--- src/rtl/spi_txn_sequencer.sv ---
`default_nettype none
// ============================================================================
// Module      : spi_txn_sequencer
// Description : SPI master-side transaction sequencer. Turns one host
//               WRITE/READ request into an address frame and a data frame
//               (11 bits each) on SS_n/MOSI, one bit per clk, and captures
//               MISO for reads.
//               Optional feature macro: SPI_ADDR_SKIP_EN (skip the address
//               frame when addr and kind repeat the last completed request).
// Revision    : 1.0 - initial release
// ============================================================================
module spi_txn_sequencer #(
    parameter int ADDR_W        = 8,
    parameter int DATA_W        = 8,
    parameter int RD_TURNAROUND = 2,
    parameter int IDLE_GAP      = 1
) (
    input  logic              clk,
    input  logic              rst_n,
    input  logic              req_valid,
    output logic              req_ready,
    input  logic              req_wr,
    input  logic [ADDR_W-1:0] req_addr,
    input  logic [DATA_W-1:0] req_wdata,
    output logic              rsp_valid,
    output logic [DATA_W-1:0] rsp_data,
    output logic              busy,
    output logic              SS_n,
    output logic              MOSI,
    input  logic              MISO
);

    localparam int c_PAY_W   = (ADDR_W > DATA_W) ? ADDR_W : DATA_W;
    localparam int c_FRAME_W = c_PAY_W + 3;
    localparam int c_M1      = (c_FRAME_W > DATA_W) ? c_FRAME_W : DATA_W;
    localparam int c_M2      = (RD_TURNAROUND > IDLE_GAP) ? RD_TURNAROUND : IDLE_GAP;
    localparam int c_CNT_MAX = (c_M1 > c_M2) ? c_M1 : c_M2;
    localparam int c_CNT_W   = $clog2(c_CNT_MAX + 1);

    localparam logic [c_CNT_W-1:0] c_CNT_ONE    = c_CNT_W'(1);
    localparam logic [c_CNT_W-1:0] c_SHIFT_LAST = c_CNT_W'(c_FRAME_W - 1);
    localparam logic [c_CNT_W-1:0] c_TURN_LAST  = c_CNT_W'((RD_TURNAROUND > 0) ? RD_TURNAROUND - 1 : 0);
    localparam logic [c_CNT_W-1:0] c_CAPT_LAST  = c_CNT_W'(DATA_W - 1);
    localparam logic [c_CNT_W-1:0] c_GAP_LAST   = c_CNT_W'((IDLE_GAP > 0) ? IDLE_GAP - 1 : 0);

    typedef enum logic [2:0] {
        S_IDLE  = 3'd0,
        S_SEL   = 3'd1,
        S_SHIFT = 3'd2,
        S_TAIL  = 3'd3,
        S_TURN  = 3'd4,
        S_CAPT  = 3'd5,
        S_GAP   = 3'd6
    } state_t;

    state_t               r_state;
    state_t               w_state_nxt;
    logic [c_CNT_W-1:0]   r_cnt;
    logic [c_CNT_W-1:0]   w_cnt_nxt;
    logic                 r_phase;        // 0 = address frame, 1 = data frame
    logic                 w_phase_nxt;
    logic                 w_accept;
    logic                 w_skip;
    logic                 w_rsp_fire;
    logic [c_FRAME_W-1:0] r_frame;        // remaining bits, current bit at MSB
    logic [c_FRAME_W-1:0] w_frame_nxt;
    logic [c_FRAME_W-1:0] w_frame;
    logic [1:0]           w_cmd;
    logic [c_PAY_W-1:0]   w_payload;
    logic                 w_mosi_nxt;
    logic [DATA_W-2:0]    r_cap;
    logic [DATA_W-1:0]    w_cap_nxt;
    logic                 r_wr;
    logic [ADDR_W-1:0]    r_addr;
    logic [DATA_W-1:0]    r_wdata;
    logic                 r_ss_n;
    logic                 r_mosi;
    logic                 r_ready;
    logic                 r_busy;
    logic                 r_rsp_valid;
    logic [DATA_W-1:0]    r_rsp_data;

    assign w_cap_nxt = {r_cap, MISO};

    // Frame image for the current phase: {cmd[1], cmd[1:0], payload}
    always_comb begin
        w_cmd = {~r_wr, r_phase};
        if (!r_phase) begin
            w_payload = c_PAY_W'(r_addr);
        end else if (r_wr) begin
            w_payload = c_PAY_W'(r_wdata);
        end else begin
            w_payload = '0;
        end
        w_frame = {w_cmd[1], w_cmd, w_payload};
    end

    // Next-state, counter, phase and serial-data decode
    always_comb begin
        w_state_nxt = r_state;
        w_cnt_nxt   = r_cnt;
        w_phase_nxt = r_phase;
        w_accept    = 1'b0;
        w_rsp_fire  = 1'b0;
        w_mosi_nxt  = 1'b0;
        w_frame_nxt = r_frame;
        case (r_state)
            S_IDLE: begin
                w_phase_nxt = 1'b0;
                if (req_valid) begin
                    w_accept    = 1'b1;
                    w_state_nxt = S_SEL;
                    w_cnt_nxt   = '0;
                    w_phase_nxt = w_skip;
                end
            end
            S_SEL: begin
                w_state_nxt = S_SHIFT;
                w_cnt_nxt   = '0;
                w_mosi_nxt  = w_frame[c_FRAME_W-1];
                w_frame_nxt = w_frame << 1;
            end
            S_SHIFT: begin
                if (r_cnt == c_SHIFT_LAST) begin
                    w_cnt_nxt = '0;
                    if (r_phase && !r_wr) begin
                        w_state_nxt = (RD_TURNAROUND > 0) ? S_TURN : S_CAPT;
                    end else begin
                        w_state_nxt = S_TAIL;
                    end
                end else begin
                    w_cnt_nxt   = r_cnt + c_CNT_ONE;
                    w_mosi_nxt  = r_frame[c_FRAME_W-1];
                    w_frame_nxt = r_frame << 1;
                end
            end
            S_TAIL: begin
                w_state_nxt = S_GAP;
                w_cnt_nxt   = '0;
            end
            S_TURN: begin
                if (r_cnt == c_TURN_LAST) begin
                    w_state_nxt = S_CAPT;
                    w_cnt_nxt   = '0;
                end else begin
                    w_cnt_nxt = r_cnt + c_CNT_ONE;
                end
            end
            S_CAPT: begin
                if (r_cnt == c_CAPT_LAST) begin
                    w_state_nxt = S_GAP;
                    w_cnt_nxt   = '0;
                    w_rsp_fire  = 1'b1;
                end else begin
                    w_cnt_nxt = r_cnt + c_CNT_ONE;
                end
            end
            S_GAP: begin
                if (r_cnt == c_GAP_LAST) begin
                    w_cnt_nxt = '0;
                    if (!r_phase) begin
                        w_phase_nxt = 1'b1;
                        w_state_nxt = S_SEL;
                    end else begin
                        w_state_nxt = S_IDLE;
                    end
                end else begin
                    w_cnt_nxt = r_cnt + c_CNT_ONE;
                end
            end
            default: begin
                w_state_nxt = S_IDLE;
            end
        endcase
    end

    // State register and registered outputs; SS_n low in every in-frame state
    always_ff @(posedge clk or negedge rst_n) begin
        if (!rst_n) begin
            r_state     <= S_IDLE;
            r_cnt       <= '0;
            r_phase     <= 1'b0;
            r_frame     <= '0;
            r_cap       <= '0;
            r_ss_n      <= 1'b1;
            r_mosi      <= 1'b0;
            r_ready     <= 1'b1;
            r_busy      <= 1'b0;
            r_rsp_valid <= 1'b0;
            r_rsp_data  <= '0;
        end else begin
            r_state     <= w_state_nxt;
            r_cnt       <= w_cnt_nxt;
            r_phase     <= w_phase_nxt;
            r_frame     <= w_frame_nxt;
            r_ss_n      <= (w_state_nxt == S_IDLE) || (w_state_nxt == S_GAP);
            r_mosi      <= w_mosi_nxt;
            r_ready     <= (w_state_nxt == S_IDLE);
            r_busy      <= (w_state_nxt != S_IDLE);
            r_rsp_valid <= w_rsp_fire;
            if (r_state == S_CAPT) begin
                r_cap <= w_cap_nxt[DATA_W-2:0];
            end
            if (w_rsp_fire) begin
                r_rsp_data <= w_cap_nxt;
            end
        end
    end

    // Request capture on handshake
    always_ff @(posedge clk or negedge rst_n) begin
        if (!rst_n) begin
            r_wr    <= 1'b0;
            r_addr  <= '0;
            r_wdata <= '0;
        end else if (w_accept) begin
            r_wr    <= req_wr;
            r_addr  <= req_addr;
            r_wdata <= req_wdata;
        end
    end

`ifdef SPI_ADDR_SKIP_EN
    logic              r_last_vld;
    logic              r_last_wr;
    logic [ADDR_W-1:0] r_last_addr;
    logic              w_done;

    assign w_done = (r_state == S_GAP) && (r_cnt == c_GAP_LAST) && r_phase;
    assign w_skip = r_last_vld && (r_last_wr == req_wr) && (r_last_addr == req_addr);

    // Remember the last completed request for address-frame elision
    always_ff @(posedge clk or negedge rst_n) begin
        if (!rst_n) begin
            r_last_vld  <= 1'b0;
            r_last_wr   <= 1'b0;
            r_last_addr <= '0;
        end else if (w_done) begin
            r_last_vld  <= 1'b1;
            r_last_wr   <= r_wr;
            r_last_addr <= r_addr;
        end
    end
`else
    assign w_skip = 1'b0;
`endif

    assign req_ready = r_ready;
    assign busy      = r_busy;
    assign SS_n      = r_ss_n;
    assign MOSI      = r_mosi;
    assign rsp_valid = r_rsp_valid;
    assign rsp_data  = r_rsp_data;

endmodule
`default_nettype wire

--- config.mk ---
export PLATFORM = sky130hd
export DESIGN_NAME = spi_txn_sequencer
export DESIGN_NICKNAME = d
export VERILOG_FILES = /design/src/rtl/spi_txn_sequencer.sv
export SDC_FILE = /design/constraint.sdc
export NUM_CORES = 1
export LEC_CHECK = 0
export ABC_AREA = 1
export BUFFER_PORTS_ARGS = -buffer_cell sky130_fd_sc_hd__buf_2
export CORE_MARGIN = 5
export CORE_UTILIZATION = 38
export DETAILED_ROUTE_END_ITERATION = 12
export GPL_ROUTABILITY_DRIVEN = 0
export GPL_TIMING_DRIVEN = 0
export PLACE_DENSITY = 0.65
export SLEW_MARGIN = 5
export SYNTH_ARGS = -nofsm -noshare
export SYNTH_HDL_FRONTEND = slang
export SYNTH_SLANG_ARGS = --single-unit
export TNS_END_PERCENT = 50
--- constraint.sdc ---
create_clock -name clk -period 1.6 [get_ports clk]
set_clock_uncertainty 0.1 [all_clocks]
set_input_delay 0.4 -clock clk [delete_from_list [all_inputs] [get_ports clk]]
set_output_delay 0.4 -clock clk [all_outputs]
set_load 0.05 [all_outputs]
# == Word level (Yosys, flattened, before mapping) ==
# Index checks and enable logic that the tools add are counted.
# totals
ff_bits,56
inputBits,21
output_inout_bits,13
elab_cells,69
# op_classes
add_sub_neg,1
eq_ne,13
muxes,26
bitwise_logic,1
reduce_logical,14
# op_table
op,n
4-bit one-hot mux with 6 select lines,1
11-bit one-hot mux with 2 select lines,1
3-bit one-hot mux with 7 select lines,1
4-bit two-way mux,5
3-bit two-way mux,6
8-bit two-way mux,2
3-bit equality test (second input constant),4
11-bit two-way mux,1
1-bit two-way mux,7
3-bit by 2-bit equality test with 1-bit output (second input constant),2
3-bit zero test,2
2-bit != test (second input constant),3
2-bit AND reduction,3
6-bit nonzero test,1
4-bit by 1-bit adder with 4-bit output (second input constant),1
4-bit by 1-bit equality test with 1-bit output (second input constant),1
4-bit by 3-bit equality test with 1-bit output (second input constant),1
4-bit equality test (second input constant),1
4-bit zero test,1
1-bit one-hot mux with 2 select lines,2
2-bit nonzero test,2
3-bit by 1-bit equality test with 1-bit output (second input constant),1
3-bit nonzero test,1
2-bit OR reduction,1
other kinds (4),4

# == Logic depth before layout (Yosys ltp) ==
# Gate-level depths: netlist (run 1).
# depth
word_depth,7
ltp_mapped,10
ltp_nobuf,10

# == Worst setup path after synthesis (run 1) ==
# No wires, ideal clock.
# synth_path
path_kind,register to register
startpoint,register r_cnt[0]
endpoint,register r_frame[9]
setup_ps,130
arrival_ps,1286
required_ps,1370
path_slack_ps,83
stages_incl_launch_ff,9
n_path_buf,1
period_less_slack_ps,1517
cell_sequence,dfrtp_1 > inv_1 > ha_1 > nand3_1 > nand2_4 > nand2_4 > buf_6 > o211ai_1 > o21ai_0
# synth_between
elab_chain_len,3
# synth_lines
element,line,text
from (decl),58,logic [c_CNT_W-1:0] r_cnt;
from (signal assigned),193,r_cnt <= w_cnt_nxt;
4-bit equality test,124,if (r_cnt == c_SHIFT_LAST) begin
2-bit != test (no line),--,
2-bit AND reduction (no line),--,
to (signal assigned),195,r_frame <= w_frame_nxt;
to (decl),65,logic [c_FRAME_W-1:0] r_frame;
# No other way between the ends.
# A chain may end at the register's enable or synchronous reset.

# == Worst setup path in the final report (run 1) ==
# layout_path
startpoint,register r_cnt[3]
endpoint,"register r_rsp_data[5], in the netlist rsp_data[5]"
# layout_between
elab_chain_len,3
# layout_lines
element,line,text
4-bit by 3-bit equality test with 1-bit output,150,if (r_cnt == c_CAPT_LAST) begin
1-bit two-way mux,150,
1-bit two-way mux,107,case (r_state)
net w_rsp_fire,64,logic w_rsp_fire;
to (signal assigned),205,r_rsp_data <= w_cap_nxt;
to (decl),81,logic [DATA_W-1:0] r_rsp_data;
# The timed path passes the listed nets, and every way through them passes these cells.

==> run summary, run 1 <==
Outcome: complete, no violations
Antenna-violating nets left: 0
Post-Route Utilization: 49.5%
Unique cell type count in the Yosys netlist: 30
NumNets Final: 385
Average routed wire per standard cell: 13.2 um
CTS buffer count: 5
Share of layout cells above drive strength 1: 34.1%
Leak: 1.69 nW
Router iterations before antenna repair: 4
Switching power: 0.00241 W
Clk_lat worst skew: 0.31 ns
CP peak stage delay: 0.52 ns
F_max: 0.635 GHz
CTS Hold Bufs: 0
Switching Share: 40.9%
Crit-path slowest cell: dfrtp_1
Synth top area cells: dfrtp_1 (50%), nand2_1 (7.5%), inv_1 (6.2%)
RSZ-0062 raised after global routing: yes
Initial Util: 39.0%
Worst hold path class: primary input to asynchronous set/reset pin
Largest net degree at the start of global routing: 56
Yosys reg bits: 55
Die height: 93.5 um
Num ports: 34
Post-route DRC: 0
Initial antenna violation count: 0
Worst hold slack: 0.0104 ns
Detailed router's first-iteration violation count: 177
CP endpoint kind: flip-flop
Mapped Area: 2650 um^2
Die area: 8740 um^2
CTS H-Tree Depth: 2
DP HPWL: 3890 um
Worst-path clk slew: 0.10 ns
Vias/cell: 4.72
Cell Chain, Critical Path: inv_2, nand3_4, nor2_4, inv_2, buf_6, nand2_1, o21ai_2
Ys Warns: 0
Seq/Total Area, Yosys: 52.1%
Max-Cap Viols: 0
Buf+Inv Stages, Crit Path: 3
Async SR Flop Fraction: 100%
Post-synth EDFFs: 0
Most used cell, CP: inv_2
Slew @ Worst Pin: 0.680 ns
CTS tree: built
WS Path Type: flip-flop to flip-flop
Site row count: 30
Worst path required time: 1.71 ns
Clk network pwr share: 16.4%
Core area: 6790 um^2
Via count: 2155
Tcrit/Tclk final: 98.4%
Relative slew slack: 54.7%
Hold Vio Cnt, Final: 0
Crit path launch type: flip-flop
Number of global-route vias before repair: 2054
Synth Area per Inst: 8.71 um^2
Sequential power share: 35.9%
First-pass GRT wire length: 9740 um
Mapped Cells: 304
Synth Flop Type: dfrtp_1
Final Routed Wirelength: 6020 um
Leading area contributor after synthesis: dfrtp_1
Post-synth top area share: 50.1%
Comb pwr share: 47.7%
Max VDD drop: 766 uV
Worst path top cell family by delay: flip-flops
Total power draw: 0.00589 W
Fin. max-slew vios: 0
Power Internal: 0.00349 W
GR Overflow Total: 0
Max clock buf depth: 2
Crit path max fanout: 10
Number of inserted diodes: 0
Commonest cells in the netlist: dfrtp_1 (53), nand2_1 (53), inv_1 (44), nor2_1 (32)
Crit path DAT: 1.68 ns
Die width: 93.5 um
Area Overhead vs Synth: 27.0%
Clock Tree Root: clkbuf_8
P per Cell Area: 1750 nW/um^2
Post-synth net total: 329
GRT Util Overall: 14.0%
Minimum clock period: 1.57 ns
Final setup violation count: 0
Port bufs: 33
Clk sinks: 55
-- layout by cell type (no fill, tap or decap), drive strengths merged --
| cell type | count |
|---|---|
| nor3b | 1 |
| or2 | 1 |
| nor2 | 37 |
| o22ai | 11 |
| bufinv | 1 |
| buf | 56 |
| inv | 50 |
| clkinv | 1 |
| o21ai | 29 |
| xor2 | 1 |
| nand4 | 2 |
| ha | 4 |
| dfrtp | 53 |
| a31oi | 1 |
| nand3 | 18 |
| nand2 | 57 |
| dfstp | 2 |
| o211ai | 7 |
| a21oi | 19 |
| nand3b | 1 |
| clkbuf | 9 |
-- cell type report --
type,instances,area [um^2]
Clock inverter,2,35.0
Timing Repair Buffer,49,293
Inverter,50,195
Clock buffer,6,82.6
Sequential cell,55,1380
Tap cell,96,120
Multi-Input combinational cell,189,1170
Fill cell,635,3430
Buffer,10,85.1
-- per-layer routing --
layer,wire length (um),vias to the layer above,track usage (%)
met2,3100,33,22.3
li1,-,1083,-
met3,189,7,2.74
met4,93,0,5.01
met1,2640,1032,18.9
met5,0,-,0
-- repair_timing --
item | CTS | global route
gates resized for setup | 14 | 42
setup buffers | 2 | 14
setup endpoints to repair | 32 | 44
pin swaps | 2 | 10
-- stage by stage --
step	instance area [um^2]	instances	setup WS, ns	TNS (ns)
2_1_floorplan	2650	304	0.0834	0
3_3_place_gp	2930	433	-0.134	-0.884
3_5_place_dp	2930	433	-0.136	-3.15
4_1_cts	3110	443	-0.00125	-0.00125
5_1_grt	3360	457	-0.0557	-0.296
6_report	3360	457	0.0256	0
-- flip-flops by register name, summed over array words and instances, names as in the netlist, 3 cells and up --
signal and cells:
r_frame 10, r_addr 8, r_wdata 8, rsp_data 8, r_cap 7, r_cnt 4
r_state 3
-- power by group through the flow --
| stage | Combinational [W] | Sequential, W | Clock, W |
|---|---|---|---|
| after floorplan | 0.00162 | 0.00225 | 0 |
| after global placement | 0.00222 | 0.00211 | 0 |
| after detailed placement | 0.00227 | 0.00212 | 0 |
| after CTS | 0.00236 | 0.00210 | 0.000981 |
| after global routing | 0.00315 | 0.00217 | 0.00105 |
| final | 0.00281 | 0.00211 | 0.000967 |
-- worst register-to-register path, stage by stage, from the launching register on --
cell,delay [ns]
dfrtp_1,0.52
inv_2,0.17
nand3_4,0.11
nor2_4,0.18
inv_2,0.10
buf_6,0.16
nand2_1,0.07
o21ai_2,0.05
-- final timing paths --
path                        startpoint     endpoint  slack [ns]  cells past startpoint
hold reg to reg             r_frame[1]   r_frame[1]        0.38                      2
hold / removal                   rst_n    r_addr[3]        0.01                      1
min in group clk           req_addr[5]    r_addr[5]        0.23                      3
setup reg to reg              r_cnt[3]  rsp_data[5]        0.03                      7
setup / recovery              r_cnt[3]  rsp_data[5]        0.03                      7
max in group asynchronous        rst_n   r_state[1]        0.88                      1
-- kinds of logic (layout without fill, tap and decap cells) --
kind of cell             after synthesis  after routing  share of synthesized area (%)
AO/OA/AOI/OAI                         67             67                           15.0
XOR/XNOR                               1              1                          0.331
adder cells (fa/ha/maj)                4              4                           1.89
buffers and inverters                 60            117                           9.59
flip-flops                            55             55                           52.1
AND/OR/NAND/NOR                      117            117                           21.1
(Power assumes the default switching activity.)
==> run 2: changes to the inputs <==
SLEW_MARGIN = default   (was 5)
clock period = 2.05 ns   (was 1.6 ns; I/O delays follow)
==> run summary, run 2 (synthesized netlist as in run 1, its figures left out) <==
Minimum clock period: 1.75 ns (+0.177 ns)
Worst-path clk slew: 0.10 ns (about the same)
Final Worst Setup Slack: 0.299 ns (+0.273 ns)
Clock Tree Root: clkbuf_8
Power Internal: 0.00246 W (-29%)
Most used cell, CP: nand2_1
Post-route DRC: 0 (unchanged)
Router iterations before antenna repair: 4 (unchanged)
P per Cell Area: 1360 nW/um^2 (-22%)
Crit path max fanout: 6 (-4)
F_max: 0.571 GHz (-10%)
Initial antenna violation count: 0 (unchanged)
Setup bufs post-CTS: 0 (-2)
Comb pwr share: 42.6% (-5.1 points)
Buf+Inv Stages, Crit Path: 1 (-2)
CTS tree: built
Clk_lat worst skew: 0.31 ns (about the same)
# fillers: 664 (+4.6%)
Setup TNS: 0 ns (unchanged)
Max reg flops: 10 (unchanged)
Max VDD drop: 636 uV (-17%)
Initial Util: 39.0% (unchanged)
CTS H-Tree Depth: 2 (unchanged)
Leak: 1.58 nW (-6.5%)
Met1 usage: 18.9% (-0.051 points)
Average routed wire per standard cell: 12.2 um (-7.2%)
Number of global-route vias before repair: 1996 (-2.8%)
Antenna-violating nets left: 0 (unchanged)
GRT Util Overall: 13.7% (-0.34 points)
CTS Hold Bufs: 0 (unchanged)
Die height: 93.5 um (unchanged)
Slew @ Worst Pin: 1.17 ns (+0.495 ns)
CP peak stage delay: 0.46 ns (-0.06 ns)
Worst path required time: 2.21 ns (+0.50 ns)
Crit-path slowest cell: dfrtp_1
Worst hold path class: primary input to asynchronous set/reset pin
Switching power: 0.00169 W (-30%)
DP HPWL: 3890 um (unchanged)
Number of gates resized after CTS: 0 (-14)
First-pass GRT wire length: 9470 um (-2.8%)
Cell Chain, Critical Path: inv_1, ha_1, nand2_1, nor2_1, nand2_1, nand3_1, nand2_1, nor2_1, nand2_1, nand2_1
Crit path launch type: flip-flop
Sequential power share: 39.3% (+3.4 points)
Crit path DAT: 1.91 ns (+0.23 ns)
Area Overhead vs Synth: 15.2%
Non-Filler Cell Area, Final: 3050 um^2 (-9.3%)
WS Path Type: flip-flop to flip-flop
Fin. max-slew vios: 0 (unchanged)
RSZ-0062 raised after global routing: no
Worst path top cell family by delay: simple AND/OR/NAND/NOR gates
Max-Cap Viols: 0 (unchanged)
Post-Route Utilization: 44.9% (-4.6 points)
Area post-placement: 2930 um^2 (unchanged)
Setup WS pre-CTS: 0.296 ns (+0.431 ns)
Detailed router's first-iteration violation count: 149 (-16%)
GR Overflow Total: 0 (unchanged)
Die width: 93.5 um (unchanged)
Die area: 8740 um^2 (unchanged)
Most flop-heavy register: r_frame
Hold Vio Cnt, Final: 0 (unchanged)
Clk sinks: 55 (unchanged)
Final Routed Wirelength: 5390 um (-10%)
Reg2reg start: r_cnt[0]
CP startpoint: r_cnt[0]
Port bufs: 33 (unchanged)
Num ports: 34 (unchanged)
Met2 GRT Util: 21.6% (-0.77 points)
Share of layout cells above drive strength 1: 22.9% (-11 points)
CP endpoint kind: flip-flop
Worst reg-to-reg path cell count: 10 (+3)
GR peak layer: met2
Vias/cell: 4.63 (-1.7%)
Site row count: 30 (unchanged)
Relative slew slack: 21.7% (-33 points)
Final setup violation count: 0 (unchanged)
Core area: 6790 um^2 (unchanged)
Most frequent cells in the layout: dfrtp_1 (53), nand2_1 (53), inv_1 (44), buf_2 (38), nor2_1 (32)
Met3 Usage GRT: 2.65% (-0.080 points)
NumNets Final: 369 (-4.2%)
Switching Share: 40.8% (-0.078 points)
Number of inserted diodes: 0 (unchanged)
Instance count on the critical path: 10 (+3)
Largest net degree at the start of global routing: 56 (unchanged)
Via count: 2044 (-5.2%)
Max clock buf depth: 2 (unchanged)
Clk network pwr share: 18.1% (+1.7 points)
Worst hold slack: 0.336 ns (+0.326 ns)
Tcrit/Tclk final: 85.4% (-13 points)
Outcome: complete, no violations
CTS buffer count: 5 (unchanged)
run 2: changes by cell type in the layout (fill, tap and decap cells not counted), moves of 4 or more:
cell     delta
buf_2       +6
inv_1       +4
dfrtp_2     -4
nor2_4      -4
nand3_1     +5
nand2_2     -6
nand3_4     -4
nand2_1     +6
buf_4      -17
ha_1        +4
dfrtp_1     +4
run 2: path summary, 6_finish.rpt:
check / end / slack (ns)
setup / recovery: SS_n / 0.30
hold / removal: r_addr[3] / 0.34
setup reg to reg: SS_n / 0.30
hold reg to reg: rsp_data[2] / 0.38
max in group asynchronous: r_state[1] / 0.79
min in group clk: r_addr[5] / 0.35
run 2: routing by layer:
metal	part of all wire [%]	vias up
met5	0	-
met4	1.3	0
met3	3.4	5
met2	48	40
met1	47	947
li1	-	1052
run 2: per-stage QoR:
stage | cells | total power, W
3_3_place_gp | 433 | 0.00338
5_1_grt | 441 | 0.00451
6_report | 441 | 0.00415
2_1_floorplan | 304 | 0.00302
4_1_cts | 441 | 0.00418
3_5_place_dp | 433 | 0.00343
run 2: power groups by stage:
stage               combinational (W)  sequential, W  clock (W)
floorplan                     0.00126        0.00175          0
global placement              0.00174        0.00164          0
detailed placement            0.00178        0.00165          0
CTS                           0.00178        0.00163   0.000766
global route                  0.00202        0.00167   0.000812
finish                        0.00177        0.00163   0.000750
run 2: layout make-up:
class / count / area [um^2] / share of cell area (%)
Buffer: 10 / 66.3 / 2.17
Clock buffer: 6 / 82.6 / 2.71
Clock inverter: 2 / 35.0 / 1.15
Inverter: 50 / 188 / 6.15
Multi-Input combinational cell: 189 / 1010 / 33.3
Sequential cell: 55 / 1380 / 45.2
Tap cell: 96 / 120 / 3.94
Timing Repair Buffer: 33 / 165 / 5.41
==> run 3: changes to the inputs <==
ABC_AREA = default   (was 1)
==> run summary, run 3 <==
Crit-path slowest cell: dfrtp_2
Max reg flops: 10 (unchanged)
Seq/Total Area, Yosys: 53.8% (+1.7 points)
Hold Vio Cnt, Final: 0 (unchanged)
Final setup violation count: 1 (+1)
Async SR Flop Fraction: 100% (unchanged)
Num ports: 34 (unchanged)
DP HPWL: 3420 um (-12%)
Port bufs: 33 (unchanged)
CTS buffer count: 5 (unchanged)
Ys Warns: 0 (unchanged)
Final Worst Setup Slack: -0.0649 ns (-0.364 ns)
NumNets Final: 286 (-22%)
F_max: 0.473 GHz (-17%)
Most flop-heavy register: r_frame
Compound-cell area share of the yosys netlist: 12.3% (-2.8 points)
Detailed router's first-iteration violation count: 128 (-14%)
Most common cell after layout, fill and taps aside: dfrtp_1
Site row count: 30 (unchanged)
Failing checks: negative setup slack
Synth Flop Type: dfrtp_1
Number of global-route vias before repair: 1860 (-6.8%)
Reg2reg start: r_cnt[0]
Worst path top cell family by delay: compound AO/OA/AOI/OAI gates
Via count: 1800 (-12%)
Share of layout cells above drive strength 1: 46.2% (+23 points)
# fillers: 628 (-5.4%)
Tcrit/Tclk final: 103% (+18 points)
Mapped Area: 2560 um^2 (-3.2%)
Post-synth top area share: 51.8% (+1.7 points)
Clk sinks: 55 (unchanged)
Setup TNS: -0.0649 ns (-0.0649 ns)
Max VDD drop: 694 uV (+9.1%)
Largest net degree at the start of global routing: 56 (unchanged)
Cell Chain, Critical Path: inv_4, ha_4, or3b_4, a222oi_1, buf_4, a21oi_2, a211o_1
Die height: 92.1 um (-1.4%)
Comb pwr share: 46.1% (+3.5 points)
Fin. max-slew vios: 0 (unchanged)
Power Internal: 0.00281 W (+14%)
Initial Util: 38.4% (-0.62 points)
Router iterations before antenna repair: 4 (unchanged)
Crit path launch type: flip-flop
Leak: 1.38 nW (-12%)
Post-synth EDFFs: 0 (unchanged)
Mapped Cells: 213 (-30%)
First-pass GRT wire length: 8990 um (-5.0%)
Area Overhead vs Synth: 19.4%
Buf+Inv Stages, Crit Path: 2 (+1)
Minimum clock period: 2.11 ns (+0.364 ns)
Clock Tree Root: clkbuf_8
Seq. cell area: 1380 um^2 (about the same)
Simple-Gate Fraction of Synth Area: 10.3% (-11 points)
Slew @ Worst Pin: 0.691 ns (-0.484 ns)
Average routed wire per standard cell: 15.1 um (+24%)
Max clock buf depth: 2 (unchanged)
Switching power: 0.00166 W (-2.1%)
Final Routed Wirelength: 5170 um (-4.1%)
Worst hold slack: 0.133 ns (-0.203 ns)
CTS H-Tree Depth: 2 (unchanged)
Max-Cap Viols: 0 (unchanged)
Synth top area cells: dfrtp_1 (52%), mux2_2 (18%), o21ai_0 (3.1%)
Clk_lat worst skew: 0.31 ns (about the same)
Yosys reg bits: 55 (unchanged)
CP endpoint kind: flip-flop
Post-synth net total: 238 (-28%)
Worst path required time: 2.15 ns (-0.06 ns)
Top-count cell post-synth: dfrtp_1
Mux share of post-synthesis cell area: 18.0% (+18 points)
CP startpoint: r_cnt[0]
Switching Share: 37.1% (-3.7 points)
Clk network pwr share: 13.6% (-4.5 points)
Multi-input logic area: 1150 um^2 (+13%)
Largest family of logic cells by synthesized area: multiplexers
Die area: 8490 um^2 (-2.9%)
Synth Area per Inst: 12.0 um^2 (+38%)
Worst hold path class: primary input to asynchronous set/reset pin
Post-route DRC: 0 (unchanged)
CTS tree: built
Crit path DAT: 2.22 ns (+0.31 ns)
Sequential power share: 40.3% (+1.0 points)
Crit path max fanout: 4 (-2)
Antenna-violating nets left: 0 (unchanged)
Synth Area in Adders: 1.95% (+0.063 points)
Worst-path clk slew: 0.10 ns (about the same)
GRT Util Overall: 13.1% (-0.59 points)
Initial antenna violation count: 0 (unchanged)
Number of inserted diodes: 0 (unchanged)
Outcome: finished with violations
RSZ-0062 raised after global routing: yes
Die width: 92.1 um (-1.4%)
WS Path Type: flip-flop to flip-flop
Commonest cells in the netlist: dfrtp_1 (53), mux2_2 (41), nand2_1 (18), o21ai_0 (16), a22oi_1 (7)
Xor/xnor cell area share of the yosys netlist: 0% (-0.33 points)
Most frequent cells in the layout: dfrtp_1 (52), mux2_2 (41), buf_2 (33), nand2_1 (18), o21ai_0 (14)
P per Cell Area: 1460 nW/um^2 (+7.2%)
Relative slew slack: 53.9% (+32 points)
CP peak stage delay: 0.44 ns (-0.02 ns)
Unique cell type count in the Yosys netlist: 48 (+60%)
Core area: 6680 um^2 (-1.7%)
Post-Route Utilization: 45.8% (+0.89 points)
Leading area contributor after synthesis: dfrtp_1
Setup WS pre-CTS: -0.227 ns (-0.523 ns)
GR Overflow Total: 0 (unchanged)
Vias/cell: 5.26 (+14%)
## run 3: layout make-up
| cell class | count | share of cell area, % |
|---|---|---|
| clock inverters | 3 | 0.613 |
| plain buffers | 13 | 3.07 |
| clock buffers | 5 | 2.25 |
| flip-flops and latches | 55 | 45.1 |
| repair buffers | 41 | 7.44 |
| inverters | 5 | 0.777 |
| well taps | 80 | 3.27 |
| multi-input cells | 140 | 37.5 |
## run 3: routing by layer
metal  track usage, %  vias to the layer above  wire length, um
met1             18.4                      889             2590
met5                0                        -                0
met2             20.0                       47             2270
li1                 -                      858                -
met3             2.63                        6              220
met4             4.46                        0               80
## run 3: power groups by stage
stage          clock, W  sequential, W  combinational (W)
2_1_floorplan         0        0.00189            0.00130
6_report       0.000609        0.00180            0.00206
5_1_grt        0.000676        0.00185            0.00228
3_5_place_dp          0        0.00182            0.00180
4_1_cts        0.000625        0.00179            0.00192
3_3_place_gp          0        0.00180            0.00175
## run 3: worst paths after layout
| check | slack, ns | cells after the start | end |
|---|---|---|---|
| max | -0.06 | 7 | r_cnt[3] |
| min | 0.13 | 1 | rsp_data[5] |
| max reg2reg | -0.06 | 7 | r_cnt[3] |
| min reg2reg | 0.41 | 1 | r_cap[6] |
| max in group asynchronous | 1.23 | 1 | r_cnt[0] |
| min in group clk | 0.32 | 2 | r_wdata[2] |
## run 3: through the flow
| stage | instances | power, W | cell area (um^2) |
|---|---|---|---|
| floorplan | 213 | 0.00319 | 2560 |
| global placement | 326 | 0.00356 | 2830 |
| detailed placement | 326 | 0.00362 | 2830 |
| CTS | 340 | 0.00434 | 2980 |
| global route | 342 | 0.00481 | 3060 |
| finish | 342 | 0.00447 | 3060 |
## run 3: kinds of logic after synthesis
kind of cell | Yosys count
flip-flops | 55
AND/OR/NAND/NOR | 48
AO/OA/AOI/OAI | 47
multiplexers | 41
buffers and inverters | 18
adder cells (fa/ha/maj) | 4
## run 3: what timing repair did
| action | 4_1_cts | 5_1_grt |
|---|---|---|
| hold buffers | 0 | 0 |
| gates cloned | 0 | 1 |
| setup endpoints to repair | 20 | 34 |
| endpoints found under the hold margin | 0 | 0 |
| setup buffers | 6 | 1 |
| pin swaps | 1 | 1 |
| resized for setup | 5 | 23 |
